## src/rtl/alu_pkg.sv

```systemverilog
// Shared definitions for the ALU sharing controller: opcodes, flag positions, FSM states.
// Latency: none (types, constants and a pure function only).
// Backpressure: not applicable.
package alu_pkg;

  localparam int DATA_W = 8;
  localparam int OP_W   = 4;
  localparam int FLG_W  = 6;

  localparam logic [OP_W-1:0] OP_ADD  = 4'b0000;
  localparam logic [OP_W-1:0] OP_SUB  = 4'b0001;
  localparam logic [OP_W-1:0] OP_NEGB = 4'b0011;
  localparam logic [OP_W-1:0] OP_AND  = 4'b1000;
  localparam logic [OP_W-1:0] OP_XOR  = 4'b1001;
  localparam logic [OP_W-1:0] OP_OR   = 4'b1010;
  localparam logic [OP_W-1:0] OP_NOTB = 4'b1011;
  localparam logic [OP_W-1:0] OP_ROL  = 4'b1100;
  localparam logic [OP_W-1:0] OP_ROR  = 4'b1101;
  localparam logic [OP_W-1:0] OP_SHL  = 4'b1110;
  localparam logic [OP_W-1:0] OP_SHR  = 4'b1111;

  // Flag vector layout on the response channel: {lt,gt,eq,ovf,carry,zero}
  localparam int FLG_ZERO  = 0;
  localparam int FLG_CARRY = 1;
  localparam int FLG_OVF   = 2;
  localparam int FLG_EQ    = 3;
  localparam int FLG_GT    = 4;
  localparam int FLG_LT    = 5;

  typedef enum logic [1:0] {
    ST_IDLE    = 2'd0,
    ST_ISSUE   = 2'd1,
    ST_CAPTURE = 2'd2,
    ST_RESP    = 2'd3
  } state_t;

  function automatic logic is_legal_op(input logic [OP_W-1:0] op);
    logic legal;
    case (op)
      OP_ADD, OP_SUB, OP_NEGB,
      OP_AND, OP_XOR, OP_OR, OP_NOTB,
      OP_ROL, OP_ROR, OP_SHL, OP_SHR: legal = 1'b1;
      default:                        legal = 1'b0;
    endcase
    return legal;
  endfunction

  // Only add and subtract produce meaningful carry/overflow from the ALU.
  function automatic logic is_arith_op(input logic [OP_W-1:0] op);
    return (op == OP_ADD) || (op == OP_SUB);
  endfunction

endpackage

```

## src/rtl/rr_arb2.sv

```systemverilog
// Two-request round-robin arbiter; pointer starts at port 0 and flips to the loser after each accepted grant.
// Latency: grant is combinational on req/en; pointer updates on the clock after the accept strobe.
// Backpressure: grants only while en is high; a lone requester wins regardless of the pointer.
module rr_arb2 (
  input  logic       clk,
  input  logic       rst,
  input  logic [1:0] req,
  input  logic       en,
  input  logic       accept,
  input  logic       lock,
  output logic [1:0] gnt,
  output logic       win
);

  logic ptr_q;
  logic ptr_d;

  // Pick the winner and compute the pointer for the next arbitration round.
  always_comb begin
    win   = (req == 2'b11) ? ptr_q : req[1];
    gnt   = 2'b00;
    ptr_d = ptr_q;
    if (en && (req != 2'b00)) begin
      gnt = win ? 2'b10 : 2'b01;
    end
    if (accept) begin
      // A locked grant keeps priority on the winning port.
      ptr_d = lock ? win : ~win;
    end
  end

  // Priority pointer register.
  always_ff @(posedge clk or negedge rst) begin
    if (!rst) begin
      ptr_q <= 1'b0;
    end else begin
      ptr_q <= ptr_d;
    end
  end

endmodule

```

## src/rtl/alu_share_ctrl.sv

```systemverilog
// Arbitrates two requesters onto one registered ALU and returns result/flags per port; ALU_SHARE_LOCK_EN enables priority lock.
// Latency: legal op accepted in n -> alu_rw in n+1, response from n+3; illegal op response from n+1.
// Backpressure: one op in flight; request ready only in IDLE; response held until the owning port's ready.
module alu_share_ctrl
  import alu_pkg::*;
(
  input  logic              clk,
  input  logic              rst,
  input  logic              req0_valid,
  output logic              req0_ready,
  input  logic [DATA_W-1:0] req0_a,
  input  logic [DATA_W-1:0] req0_b,
  input  logic [OP_W-1:0]   req0_op,
  input  logic              req0_lock,
  input  logic              req1_valid,
  output logic              req1_ready,
  input  logic [DATA_W-1:0] req1_a,
  input  logic [DATA_W-1:0] req1_b,
  input  logic [OP_W-1:0]   req1_op,
  input  logic              req1_lock,
  output logic              rsp0_valid,
  input  logic              rsp0_ready,
  output logic [DATA_W-1:0] rsp0_f,
  output logic [FLG_W-1:0]  rsp0_flags,
  output logic              rsp0_err,
  output logic              rsp1_valid,
  input  logic              rsp1_ready,
  output logic [DATA_W-1:0] rsp1_f,
  output logic [FLG_W-1:0]  rsp1_flags,
  output logic              rsp1_err,
  output logic [DATA_W-1:0] alu_a,
  output logic [DATA_W-1:0] alu_b,
  output logic [OP_W-1:0]   alu_s,
  output logic              alu_rw,
  input  logic [DATA_W-1:0] alu_f,
  input  logic              alu_zero,
  input  logic              alu_carry,
  input  logic              alu_ovf,
  input  logic              alu_eq,
  input  logic              alu_gt,
  input  logic              alu_lt,
  output logic              busy,
  output logic              grant_id
);

  state_t            state_q, state_d;
  logic [DATA_W-1:0] a_q, a_d;
  logic [DATA_W-1:0] b_q, b_d;
  logic [OP_W-1:0]   s_q, s_d;
  logic              grant_q, grant_d;
  logic              err_q, err_d;
  logic [DATA_W-1:0] f_q, f_d;
  logic [FLG_W-1:0]  flags_q, flags_d;

  logic [1:0]        gnt;
  logic              win;
  logic              accept;
  logic              lock_sel;
  logic [DATA_W-1:0] a_sel;
  logic [DATA_W-1:0] b_sel;
  logic [OP_W-1:0]   op_sel;
  logic              rsp_rdy_sel;

  assign accept = |(gnt & {req1_valid, req0_valid});

`ifdef ALU_SHARE_LOCK_EN
  assign lock_sel = win ? req1_lock : req0_lock;
`else
  logic lock_unused;
  assign lock_unused = req0_lock ^ req1_lock;
  assign lock_sel    = 1'b0;
`endif

  rr_arb2 u_arb (
    .clk    (clk),
    .rst    (rst),
    .req    ({req1_valid, req0_valid}),
    .en     (state_q == ST_IDLE),
    .accept (accept),
    .lock   (lock_sel),
    .gnt    (gnt),
    .win    (win)
  );

  // Steer the winning port's request fields and the owner's response ready.
  always_comb begin
    a_sel       = win ? req1_a  : req0_a;
    b_sel       = win ? req1_b  : req0_b;
    op_sel      = win ? req1_op : req0_op;
    rsp_rdy_sel = grant_q ? rsp1_ready : rsp0_ready;
  end

  // Sequencer: accept, issue to ALU, capture result, hold response.
  always_comb begin
    state_d = state_q;
    a_d     = a_q;
    b_d     = b_q;
    s_d     = s_q;
    grant_d = grant_q;
    err_d   = err_q;
    f_d     = f_q;
    flags_d = flags_q;
    alu_rw  = 1'b0;
    case (state_q)
      ST_IDLE: begin
        if (accept) begin
          grant_d = win;
          if (is_legal_op(op_sel)) begin
            // ALU inputs only move on a legal accept so they hold otherwise.
            a_d     = a_sel;
            b_d     = b_sel;
            s_d     = op_sel;
            err_d   = 1'b0;
            state_d = ST_ISSUE;
          end else begin
            err_d   = 1'b1;
            f_d     = '0;
            flags_d = '0;
            state_d = ST_RESP;
          end
        end
      end
      ST_ISSUE: begin
        alu_rw                 = 1'b1;
        flags_d[FLG_ZERO]      = alu_zero;
        flags_d[FLG_CARRY]     = is_arith_op(s_q) ? alu_carry : 1'b0;
        flags_d[FLG_OVF]       = is_arith_op(s_q) ? alu_ovf   : 1'b0;
        flags_d[FLG_EQ]        = alu_eq;
        flags_d[FLG_GT]        = alu_gt;
        flags_d[FLG_LT]        = alu_lt;
        state_d                = ST_CAPTURE;
      end
      ST_CAPTURE: begin
        f_d     = alu_f;
        state_d = ST_RESP;
      end
      ST_RESP: begin
        if (rsp_rdy_sel) begin
          state_d = ST_IDLE;
        end
      end
      default: state_d = ST_IDLE;
    endcase
  end

  // State, ALU operand and response registers.
  always_ff @(posedge clk or negedge rst) begin
    if (!rst) begin
      state_q <= ST_IDLE;
      a_q     <= '0;
      b_q     <= '0;
      s_q     <= '0;
      grant_q <= 1'b0;
      err_q   <= 1'b0;
      f_q     <= '0;
      flags_q <= '0;
    end else begin
      state_q <= state_d;
      a_q     <= a_d;
      b_q     <= b_d;
      s_q     <= s_d;
      grant_q <= grant_d;
      err_q   <= err_d;
      f_q     <= f_d;
      flags_q <= flags_d;
    end
  end

  assign req0_ready = gnt[0];
  assign req1_ready = gnt[1];

  assign rsp0_valid = (state_q == ST_RESP) && !grant_q;
  assign rsp1_valid = (state_q == ST_RESP) &&  grant_q;
  assign rsp0_f     = f_q;
  assign rsp1_f     = f_q;
  assign rsp0_flags = flags_q;
  assign rsp1_flags = flags_q;
  assign rsp0_err   = err_q && !grant_q;
  assign rsp1_err   = err_q &&  grant_q;

  assign alu_a    = a_q;
  assign alu_b    = b_q;
  assign alu_s    = s_q;
  assign busy     = (state_q != ST_IDLE);
  assign grant_id = grant_q;

endmodule
```

## config.mk

```make
export PLATFORM = sky130hd
export DESIGN_NAME = alu_share_ctrl
export DESIGN_NICKNAME = d
export VERILOG_FILES = /design/src/rtl/alu_pkg.sv /design/src/rtl/rr_arb2.sv /design/src/rtl/alu_share_ctrl.sv
export SDC_FILE = /design/constraint.sdc
export NUM_CORES = 1
export LEC_CHECK = 0
export BUFFER_PORTS_ARGS = -buffer_cell sky130_fd_sc_hd__buf_2
export CAP_MARGIN = 15
export CORE_MARGIN = 4
export CORE_UTILIZATION = 25
export DETAILED_ROUTE_END_ITERATION = 16
export SLEW_MARGIN = 20
export SYNTH_ARGS = -nofsm -noshare
export SYNTH_HDL_FRONTEND = slang
export SYNTH_SLANG_ARGS = --single-unit
```

## constraint.sdc

```tcl
create_clock -name clk -period 1.6 [get_ports clk]
set_input_delay 0.4 -clock clk [delete_from_list [all_inputs] [get_ports clk]]
set_output_delay 0.4 -clock clk [all_outputs]
set_load 0.02 [all_outputs]
```

==> impl_metrics.yaml <==
job:
  cap_violations: 0
route:
  first_pass_iters: 4
  postRouteWirelength_mm: 5.98
  wl_per_cell_microns: 13.8
  drtAntennaViolNets: 0
  vias: 1911
  drcViolationCount: 0
  avgViaCountPerCell: 4.39
  first_iter_violations: 34
sta:
  setup_slack_ns: -0.197
  fin_skew_ns: 0.00887
  rsz0062_at_grt: "true"
  drv_slew: 0
  setup_viol: 38
  max_freq_mhz: 557
  relSlewSlack_pct: 69.5
  worst_pin_slew_ns: 0.457
  period_needed_ns: 1.80
  setup_tns_ns: -5.04
  hold_viol_final: 0
  final.period_utilization_pct: 112
layout:
  area_growth_pct: 54.2
  fin_area_sq_mm: 0.00342
  final_util_pct: 39.4
  drive_gt1_share_pct: 68.5
  diodes: 0
  final_nets: 393
power_and_ir_drop:
  pwr-share-seq_pct: 26.8
  power.density_mw_per_mm2: 1950
  power_w: 0.00668
  p_sw_w: 0.00278
  leakage_nw: 1.75
  p_int_w: 0.00390
  p_sw_share_pct: 41.6
  vdd_drop_max_v: 0.000828
  p_comb_share_pct: 61.8
  clock_power_share_pct: 11.4
clock_tree:
  ctsHoldBuffers: 0
  cts_buffers: 5
  clock_latency_ns: 0.29
  cts_tree: "built"
  numClockSinks: 39
  cts_max_path_buffers: 2
  cts.clk_slew.worst_paths_ns: 0.09
  ctsRootBufferMaster: "clkbuf_8"
  cts_max_level: 2
grt:
  grt_pass1_vias: 1923
  grt_antenna_before_repair: 0
  grt_start_max_net_pins: 24
  grt_overflow: 0
  gr-usage-all-layers_pct: 11.1
  grt_pass1_wl_mm: 9.09
synth:
  synth_flop_cell: "dfrtp_1"
  yosysWarnings: 0
  async_flop_share_pct: 100
  syn_nets: 249
  synth_area_per_cell_sq_um: 12.2
  syn_inst: 182
  synth_area_leader_cell: "dfrtp_1"
  ys_types: 31
  synth_edf_count: 0
  yosysTopAreaCellShare_pct: 44.0
  syn-cell-area_sq_mm: 0.00222
  ys_ff_latch: 39
  synth_area_leaders: "dfrtp_1 44%, mux2_4 13%, mux2_2 9.1%"
  seq_area_frac_synth_pct: 44.0
die:
  die_height_microns: 102
  start_util_pct: 25.5
  io_pins: 119
  coreArea_sq_mm: 0.00868
  die_w_microns: 102
  dieArea_sq_mm: 0.0104
  num_rows: 34
worst_setup_path:
  crit_path_max_fanout: 2
  cp_data_arrival_time_ns: 1.40
  critPathKind: "reg2out"
  r2r_setup_slack_ns: -0.17
  start_kind: "flip-flop"
  endpoint_kind: "output port"
  r2r_end: "alu_s[1]$_DFFE_PN0P_"
  crit_end: "req1_ready"
  reg2reg_from: "state_q[0]$_DFFE_PN0P_"
  reg2reg_depth: 6
  crit_start: "state_q[0]$_DFFE_PN0P_"
  cp.required_ns: 1.20
placed_design:
  gp_congestion: 0.789
  port_buffers: 116
  placed_area_sq_mm: 0.00312
  hpwl_mm: 4.58
  dp_slack_ns: -0.252
min_path:
  min_path_type: "in2async"
status:
  violations: "setup timing"
  status: "complete, but fails checks"
cells by family (layout without fill, tap and decap cells):
family,after synthesis,after routing,synth area share [%]
flops,39,39,44.0
simple gates,21,21,5.30
buf+inv,39,184,9.65
mux,42,42,24.3
fa+ha+maj,5,5,2.82
compound gates,36,36,13.9
final cells by class:
class,count,area [sq um]
Inverter,19,71.3
Clock buffer,7,96.3
Sequential cell,39,976
Tap cell,108,135
Timing Repair Buffer,157,976
Multi-Input combinational cell,104,1160
Clock inverter,1,7.51
Fill cell,882,5260
flip-flops by register name (all words and copies together), names as in the netlist:
| signal | flops |
|---|---|
| alu_a | 8 |
| alu_b | 8 |
| rsp0_f | 8 |
| rsp0_flags | 6 |
| alu_s | 4 |
| state_q | 2 |
| err_q | 1 |
| grant_id | 1 |
| u_arb.ptr_q | 1 |
synthesized netlist by cell type (2+ instances only):
library cell and number:
a21o_1 2, a21oi_1 6, a21oi_2 2, a221o_1 3, a221oi_2 2, a22o_1 9, and2_1 2, and3_1 3
buf_2 3, buf_4 17, dfrtp_1 39, ha_1 5, inv_1 19, mux2_2 18, mux2_4 19, mux2i_1 5
nand2_1 4, nand2b_1 2, nor2_1 3, nor2b_1 3, o21ai_0 2, o22ai_1 5
cells in the final DEF, fill, tap and decap left out, types with 2 or more instances in the layout:
master / count
inv_1: 17
ha_4: 4
o21ai_0: 2
nand2_1: 4
and3_4: 2
buf_4: 33
mux2i_1: 5
a221oi_4: 2
inv_2: 2
a21oi_1: 6
nand2b_1: 2
o22ai_1: 2
mux2_2: 18
and2_1: 2
clkbuf_8: 7
a22o_1: 9
mux2_4: 19
nor2_1: 3
buf_6: 10
o22ai_2: 3
buf_12: 3
a21o_1: 2
nor2b_1: 3
buf_2: 111
dfrtp_1: 39
a221o_2: 2
per-stage QoR:
stage	std cells	hold slack (ns)
after floorplan	182	0.104
after detailed placement	419	0.380
after global routing	435	0.0638
final	435	0.0453
after CTS	433	0.0543
after global placement	419	0.371
how the worst min path moves through the flow:
stage | end | from
6_report | alu_a[2]$_DFFE_PN0P_ | rst
3_3_place_gp | alu_a[6]$_DFFE_PN0P_ | rst
4_1_cts | alu_a[6]$_DFFE_PN0P_ | rst
5_1_grt | alu_a[6]$_DFFE_PN0P_ | rst
3_5_place_dp | alu_a[6]$_DFFE_PN0P_ | rst
2_1_floorplan | alu_a[0]$_DFFE_PN0P_ | rst
power groups by stage:
stage	sequential, W	combinational, W	clock, W
6_report	0.00179	0.00413	0.000758
5_1_grt	0.00186	0.00443	0.000840
4_1_cts	0.00180	0.00407	0.000803
3_5_place_dp	0.00180	0.00379	0
3_3_place_gp	0.00179	0.00374	0
2_1_floorplan	0.00230	0.00210	0
metal layers:
layer / up-vias / part of all wire, % / global-route usage (%)
li1: 920 / - / -
met4: 0 / 1.4 / 3.03
met3: 9 / 7.6 / 3.28
met1: 909 / 42 / 13.6
met5: - / 0 / 0
met2: 73 / 49 / 18.8
critical path, cell delays in order (launching register included):
cell and delay [ns]:
dfrtp_1 0.40, inv_2 0.09, ha_4 0.16, buf_6 0.09, and3_4 0.17, buf_6 0.09, buf_6 0.10
what timing repair did:
| action | 4_1_cts | 5_1_grt |
|---|---|---|
| pin swaps | 11 | 3 |
| buffers inserted | 7 | 2 |
| setup endpoints to repair | 39 | 39 |
| gates resized for setup | 25 | 6 |
Note: power is estimated with default switching activity, not from simulation.
